==> src/rtl/ram_pkg.sv <==
// Shared RAM interface types: the RAM status encoding and the arbiter state,
// which is exported here so benches can probe it.
package ram_pkg;

  typedef enum logic [1:0] {
    FREE   = 2'd0,
    BUSY   = 2'd1,
    ACCESS = 2'd2,
    ERROR  = 2'd3
  } ramstate_t;

  typedef enum logic [1:0] {
    IDLE    = 2'd0,
    SERVE_I = 2'd1,
    SERVE_D = 2'd2
  } arb_state_t;

endpackage

==> src/rtl/mem_arbiter.sv <==
// Shares one single-port RAM between instruction fetch and data ports.
// Data has priority; a starvation counter bounds how long a fetch can wait.
module mem_arbiter
  import ram_pkg::*;
#(
  parameter int ADDR_W     = 32,
  parameter int DATA_W     = 32,
  parameter int STARVE_MAX = 3
) (
  input  logic              CLK,
  input  logic              nRST,
  input  logic              iREN,
  input  logic [ADDR_W-1:0] iaddr,
  output logic              iwait,
  output logic [DATA_W-1:0] iload,
  input  logic              dREN,
  input  logic              dWEN,
  input  logic [ADDR_W-1:0] daddr,
  input  logic [DATA_W-1:0] dstore,
  output logic              dwait,
  output logic [DATA_W-1:0] dload,
  output logic              ramREN,
  output logic              ramWEN,
  output logic [ADDR_W-1:0] ramaddr,
  output logic [DATA_W-1:0] ramstore,
  input  logic [DATA_W-1:0] ramload,
  input  ramstate_t         ramstate,
  output logic              ram_err
);

  localparam int CNT_W = (STARVE_MAX < 1) ? 1 : $clog2(STARVE_MAX + 1);
  localparam logic [CNT_W-1:0] CNT_MAX = CNT_W'(STARVE_MAX);

  arb_state_t       state_q, state_d;
  logic [CNT_W-1:0] starve_cnt_q, starve_cnt_d;

  logic d_req;
  assign d_req = dREN | dWEN;

  assign iload = ramload;
  assign dload = ramload;

  always_ff @(posedge CLK or negedge nRST) begin
    if (!nRST) begin
      state_q      <= IDLE;
      starve_cnt_q <= '0;
    end else begin
      state_q      <= state_d;
      starve_cnt_q <= starve_cnt_d;
    end
  end

  always_comb begin
    state_d      = state_q;
    starve_cnt_d = starve_cnt_q;
    ramREN       = 1'b0;
    ramWEN       = 1'b0;
    ramaddr      = '0;
    ramstore     = '0;
    iwait        = 1'b1;
    dwait        = 1'b1;
    ram_err      = 1'b0;

    case (state_q)
      IDLE: begin
        if (iREN && starve_cnt_q == CNT_MAX) begin
          state_d      = SERVE_I;
          starve_cnt_d = '0;
        end else if (d_req) begin
          state_d = SERVE_D;
          // Only grants that actually make a pending fetch wait are counted
          if (iREN && starve_cnt_q != CNT_MAX) begin
            starve_cnt_d = starve_cnt_q + 1'b1;
          end
        end else if (iREN) begin
          state_d      = SERVE_I;
          starve_cnt_d = '0;
        end
      end

      SERVE_D: begin
        if (!d_req) begin
          state_d = IDLE;
        end else begin
          ramaddr  = daddr;
          ramstore = dstore;
          ramWEN   = dWEN;
          ramREN   = dREN & ~dWEN;
          if (ramstate == ACCESS || ramstate == ERROR) begin
            dwait   = 1'b0;
            ram_err = (ramstate == ERROR);
            state_d = IDLE;
          end
        end
      end

      SERVE_I: begin
        if (!iREN) begin
          state_d = IDLE;
        end else begin
          ramaddr = iaddr;
          ramREN  = 1'b1;
          if (ramstate == ACCESS || ramstate == ERROR) begin
            iwait   = 1'b0;
            ram_err = (ramstate == ERROR);
            state_d = IDLE;
          end
        end
      end

      default: state_d = IDLE;
    endcase
  end

endmodule

==> config.mk <==
export PLATFORM = sky130hd
export DESIGN_NAME = mem_arbiter
export DESIGN_NICKNAME = d
export VERILOG_FILES = /design/src/rtl/ram_pkg.sv /design/src/rtl/mem_arbiter.sv
export SDC_FILE = /design/constraint.sdc
export NUM_CORES = 1
export LEC_CHECK = 0
export CAP_MARGIN = 5
export CORE_AREA = 2 2 104 106
export CTS_BUF_LIST = sky130_fd_sc_hd__clkbuf_4 sky130_fd_sc_hd__clkbuf_8 sky130_fd_sc_hd__clkbuf_16
export CTS_CLUSTER_DIAMETER = 120
export DETAILED_ROUTE_END_ITERATION = 10
export DIE_AREA = 0 0 106 108
export PLACE_DENSITY_LB_ADDON = 0.12
export SYNTH_ARGS = -nofsm -noshare
export SYNTH_HDL_FRONTEND = slang
export SYNTH_SLANG_ARGS = --single-unit
==> constraint.sdc <==
create_clock -name CLK -period 3.2 [get_ports CLK]
set_input_delay 0.96 -clock CLK [delete_from_list [all_inputs] [get_ports CLK]]
set_output_delay 0.96 -clock CLK [all_outputs]
set_load 0.02 [all_outputs]
==> summary.txt, run 1 <==
Synth
  • Top-count cell post-synth: buf_4
  • Post-synth EDFFs: 0
  • Post-synthesis register bit count: 4
  • Synth area leaders: buf_4 (32%), a22oi_1 (16%), and2_1 (14%)
  • Simple-gate portion of the synthesized area: 32.1%
  • Fraction of the mapped netlist area in compound gates: 20.3%
  • Synth warnings: 0
  • Synth top area share: 31.5%
  • Synth Instances: 210
  • Top cells by count, synth: buf_4 (64), and2_1 (34), a22oi_1 (32), nor2b_1 (32)
  • Post-synthesis xor/xnor area fraction: 0%
  • Count of cell types in the netlist: 24
  • Mapped cell area: 1530 µm²
  • Syn Area/Cell: 7.26 µm²
  • Fraction of registers with async set/reset: 100%
  • Post-Syn Nets: 350
  • Adder-cell area share of the yosys netlist: 4.10%
  • Largest family of logic cells by synthesized area: buffers and inverters
  • Register area share after synthesis: 6.56%
  • Mux share of post-synthesis cell area: 0%
  • Cell taking the most area after synthesis: buf_4
  • Synth Flop Type: dfrtp_1

Route
  • Drt first pass iters: 4
  • DRT Wirelength: 7.99 mm
  • DRC: 0
  • Detailed-route wire length per cell: 17.4 µm
  • Initial DRC Count: 78
  • DR vias: 1838
  • Post-detailed-route count of antenna-violating nets: 0
  • Vias per Instance: 4.00

Min path
  • Hold path cells: 1
  • Hold Path Class: reg2reg
  • Min-delay src: starve_cnt_q[0]
  • Hold Path Sink: starve_cnt_q[0]

Critical path
  • WP data required: 2.24 ns
  • Reg-to-reg startpoint: state_q[0]
  • Worst-path maximum fanout: 6
  • R2r setup slk: 1.67 ns
  • Crit start category: input port
  • R2R Path End: state_q[0]
  • CP Capture Type: output port
  • Critical path class: in2out
  • Critical Path AT: 2.09 ns
  • R2R depth: 6

STA
  • Max-slew violation count: 0
  • Final period util: 95.2%
  • Fmax: 328 MHz
  • Worst-Margin Slew: 0.333 ns
  • Unrepaired setup endpoints after global routing: false
  • Final Hold Fails: 0
  • Final worst slack: 0.152 ns
  • Tmin final: 3.05 ns
  • Clock Skew: 0.00156 ns
  • Finish-stage setup viols: 0
  • Relative slew margins: 77.5%

Finish
  • # fillers: 1157
  • Syn-to-layout area delta: 99.3%
  • Diodes inserted: 0
  • NumNets Final: 466
  • Core Util, Final: 29.7%
  • Share of layout cells above drive strength 1: 29.9%

GRT
  • GRT overflow: 0
  • Largest net degree at the start of global routing: 31
  • First-pass GRT wire length: 10.8 mm
  • Vias in the first global route: 1876
  • Initial antenna violation count: 0
  • GRT Total Usage: 12.2%

Power and ir drop
  • Maximum vdd drop: 152 µV
  • Pwr/cell area: 557 nW/µm²
  • P_leak: 0.00127 µW

Status
  • Status: finished, final reports clean

Clock tree
  • Post-CTS Hold Buffers: 0
  • Clock tree buffer depth: 2
  • Root Buffer: clkbuf_8
  • Clock-pin slew on the worst setup and hold paths: 0.03 ns
  • Clock buffer count from CTS: 3
  • Level count of the clock H-tree: 1
  • Post-CTS Setup Inserts: 0
  • # clock sinks: 4
  • CTS tree: built
  • Clk_lat worst skew: 0.21 ns

Die
  • Die area: 11400 µm²
  • I/O pins: 268
  • Die Y: 108 µm
  • Die extent in x: 106 µm
  • Initial Util: 14.9%
  • Core ar.: 10200 µm²
  • Row count: 37

Placement
  • Dpl ws: -0.542 ns
  • DP Wirelength: 6.17 mm
  • Gpl congestion: 0.707
  • PortBufs: 171

Run
  • Max_cap viols: 0
[logic make-up (layout without fill, tap and decap cells)]
logic type / after synthesis / count (layout)
compound gates: 40 / 40
fa+ha+maj: 5 / 5
buf+inv: 80 / 194
flops: 4 / 4
simple gates: 81 / 81
[stage by stage]
stage	power, µW	area [µm²]	hold slack, ns	instances	TNS, ns
2_1_floorplan	986	1530	0.477	210	0
3_3_place_gp	1610	2990	0.502	451	-28.63
3_5_place_dp	1610	2990	0.504	451	-29.87
4_1_cts	1600	2870	0.511	456	-0.0863
5_1_grt	1810	3040	0.545	460	0
6_report	1690	3040	0.506	460	0
[layer usage]
layer | vias up | GRT usage (%) | part of all wire, %
li1 | 871 | - | -
met1 | 813 | 13.5 | 37
met2 | 111 | 23.3 | 52
met3 | 43 | 2.17 | 8.1
met4 | 0 | 4.61 | 2.9
met5 | - | 0 | 0
[state kept, by name, indices dropped and copies added, names as in the netlist]
register,cells
starve_cnt_q,2
state_q,2
[cells in the final DEF, fill, tap and decap left out]
master           synthesis  layout
a211oi_2                 1       1
a21o_1                   1       1
a22o_1                   1       1
a22oi_1                 32      23
a22oi_2                  0       9
and2_1                  34      33
and2_4                   0       1
and3_1                   1       1
buf_12                   0       4
buf_16                   0       2
buf_2                    6      33
buf_4                   64      27
buf_6                    2       1
clkbuf_16                0       4
clkbuf_2                 0       1
clkbuf_8                 0       3
clkdlybuf4s15_1          0       2
clkdlybuf4s15_2          0      10
clkdlybuf4s50_1          0      99
dfrtp_1                  4       4
dlygate4sd2_1            0       4
dlymetal6s2s_1           0       2
ha_1                     5       5
inv_1                    2       2
nand2_1                  5       5
nand3b_1                 1       1
nor2_1                   5       5
nor2b_1                 32      32
nor4_1                   1       1
nor4b_1                  1       1
nor4bb_1                 1       1
o2111a_1                 1       1
o21a_1                   2       1
o21a_4                   0       1
o22ai_1                  1       1
o32ai_1                  1       1
[worst max-delay path, cell delays in order]
cell and delay (ns):
dlygate4sd2_1 0.27, o21a_4 0.27, buf_4 0.17, and2_1 0.15, clkdlybuf4s15_1 0.28
[power breakdown]
group          leakage [µW]  internal (µW)  switching [µW]
logic               0.00119            735             766
registers         0.0000511           71.4            16.3
clock network     0.0000216           80.0            24.0
[what timing repair did]
item,CTS,global route
gates cloned,2,4
pin swaps,1,1
gates resized for setup,269,21
endpoints found under the setup margin,69,48
[how the worst max path moves through the flow]
stage | startpoint | endpoint | slack [ns]
2_1_floorplan | iREN | ramaddr[10] | 0.46
3_3_place_gp | dREN | ramaddr[16] | -0.51
3_5_place_dp | dREN | ramaddr[1] | -0.54
4_1_cts | iREN | ramaddr[1] | -0.04
5_1_grt | dREN | ramaddr[22] | 0.09
6_report | dREN | ramstore[0] | 0.15
[layout make-up]
cell class / instances / area [µm²] / area share, %
sequential: 4 / 100 / 3.29
tap: 136 / 170 / 5.60
clock buffer: 3 / 41.3 / 1.36
timing repair buffer: 189 / 1800 / 59.3
multi-input combinational: 126 / 917 / 30.2
inverter: 2 / 7.51 / 0.247
(Power assumes the default switching activity.)
==> run 2, diff against run 1 <==
- CORE_AREA: 2 2 104 106 -> 3 3 102 104
- DIE_AREA: 0 0 106 108 -> 0 0 105 107
- clock period: 3.2 -> 2.5 ns (I/O delays scaled with it)
==> summary.txt, run 2 (synthesized netlist as in run 1, its figures left out) <==
Critical path
  • Critical path class: in2out
  • WP data required: 1.75 ns
  • Worst-path maximum fanout: 8
  • Critical Path AT: 1.77 ns
  • R2r setup slk: 0.85 ns
  • Reg-to-reg startpoint: state_q[0]
  • R2R Path End: state_q[1]
  • R2R depth: 8
  • CP Capture Type: output port
  • Crit start category: input port

Finish
  • Diodes inserted: 0
  • Largest regs: starve_cnt_q x2, state_q x2
  • Most common cell after layout, fill and taps aside: clkdlybuf4s50_1
  • Syn-to-layout area delta: 99.5%
  • NumNets Final: 473
  • Share of layout cells above drive strength 1: 35.6%
  • # fillers: 1094
  • Final instance area: 3040 µm²
  • Highest-count cells in the layout ignoring fill and taps: clkdlybuf4s50_1 (99), and2_1 (33), nor2b_1 (32)
  • Layout Cells excl Fill: 464

Die
  • Die extent in x: 105 µm
  • Row count: 36
  • I/O pins: 268
  • Initial Util: 15.8%
  • Die Y: 107 µm
  • Core ar.: 9640 µm²
  • Die area: 11200 µm²

Placement
  • Placed Area: 3030 µm²
  • DP Wirelength: 5.47 mm
  • Placed Cells: 454
  • PortBufs: 171
  • Gpl congestion: 0.678

STA
  • Final period util: 101%
  • Fmax: 397 MHz
  • Max-slew violation count: 0
  • Final hold slack: 0.518 ns
  • Unrepaired setup endpoints after global routing: true
  • Final Hold Fails: 0
  • Final worst slack: -0.0162 ns
  • Tmin final: 2.52 ns
  • Worst-Margin Slew: 0.325 ns
  • Clock Skew: 0.000880 ns
  • Relative slew margins: 78.1%
  • Finish-stage setup viols: 2

Route
  • Detailed-route wire length per cell: 15.3 µm
  • DR vias: 1826
  • Vias per Instance: 3.94
  • Initial DRC Count: 74
  • Drt first pass iters: 4
  • Post-detailed-route count of antenna-violating nets: 0
  • DRC: 0
  • DRT Wirelength: 7.11 mm

GRT
  • Largest net degree at the start of global routing: 37
  • GRT overflow: 0
  • First-pass GRT wire length: 10.2 mm
  • Initial antenna violation count: 0
  • GRT Total Usage: 11.5%
  • Vias in the first global route: 1836

Min path
  • Hold Path Sink: starve_cnt_q[0]
  • Min-delay src: starve_cnt_q[0]
  • Hold Path Class: reg2reg
  • Hold path cells: 1

Run
  • Max_cap viols: 0

Power and ir drop
  • Maximum vdd drop: 238 µV
  • Tot Pwr: 2260 µW
  • P_leak: 0.00129 µW
  • Pwr/cell area: 742 nW/µm²

Clock tree
  • CTS tree: built
  • Clock tree buffer depth: 2
  • Clk_lat worst skew: 0.21 ns
  • Root Buffer: clkbuf_8
  • Post-CTS Hold Buffers: 0
  • Level count of the clock H-tree: 1
  • # clock sinks: 4
  • Clock-pin slew on the worst setup and hold paths: 0.03 ns
  • Clock buffer count from CTS: 3

Status
  • Violated checks: setup timing
  • Status: finished, violations left
==> run 2: cell types whose count changed in the layout (fill, tap and decap cells not counted), moves of 3 or more <==
cell / change
a22oi_1: -4
a22oi_2: +4
buf_2: -10
buf_6: +3
clkbuf_16: -4
clkbuf_2: +30
clkdlybuf4s15_2: -9
dlygate4sd2_1: -4
ha_1: -3
==> run 2: worst max-delay path, cell delays in order <==
cell     delay, ns
buf_6         0.09
o21a_4        0.24
buf_12        0.14
buf_16        0.14
a22oi_2       0.17
nor2b_1       0.07
buf_4         0.16
==> run 2: layout make-up <==
type | instances | area [µm²] | share of cell area (%)
Timing Repair Buffer | 196 | 1760 | 57.9
Multi-Input combinational cell | 126 | 965 | 31.7
Tap cell | 133 | 166 | 5.47
Sequential cell | 4 | 100 | 3.29
Clock buffer | 3 | 41.3 | 1.36
Inverter | 2 | 7.51 | 0.247
==> run 2: routing by layer <==
metal | track usage (%) | part of all wire (%) | vias to the layer above | routed length (µm)
met4 | 5.72 | 3.5 | 0 | 250
met3 | 2.95 | 9.2 | 24 | 652
met5 | 0 | 0 | - | 0
li1 | - | - | 886 | -
met2 | 22.0 | 52 | 108 | 3700
met1 | 11.5 | 35 | 808 | 2500
==> run 2: how the worst max path moves through the flow <==
stage	startpoint	end	slack, ns
global placement	dWEN	ramaddr[15]	-0.75
global route	state_q[0]	ramaddr[15]	-0.06
finish	dREN	ramaddr[15]	-0.02
CTS	dREN	ramaddr[15]	-0.01
detailed placement	dWEN	ramaddr[4]	-0.76
floorplan	iREN	ramaddr[10]	0.18
==> run 2: power breakdown <==
group	switching, µW	internal (µW)	total, µW
Combinational	986	1030	2020
Clock	29.1	102	131
Sequential	18.8	91.4	110
==> run 2: per-stage QoR <==
stage	setup slack (ns)	setup TNS (ns)	utilization [%]
2_1_floorplan	0.180	0	-
3_3_place_gp	-0.752	-45.42	31.5
3_5_place_dp	-0.759	-45.46	31.5
4_1_cts	-0.0110	-0.0223	33.0
5_1_grt	-0.0611	-0.329	31.6
6_report	-0.0162	-0.0223	31.6
==> run 2: timing repair <==
action | in CTS | in global routing
setup buffers | 3 | 0
setup endpoints to repair | 69 | 54
cloned | 4 | 0
pin swaps | 11 | 5
gates resized for setup | 226 | 69
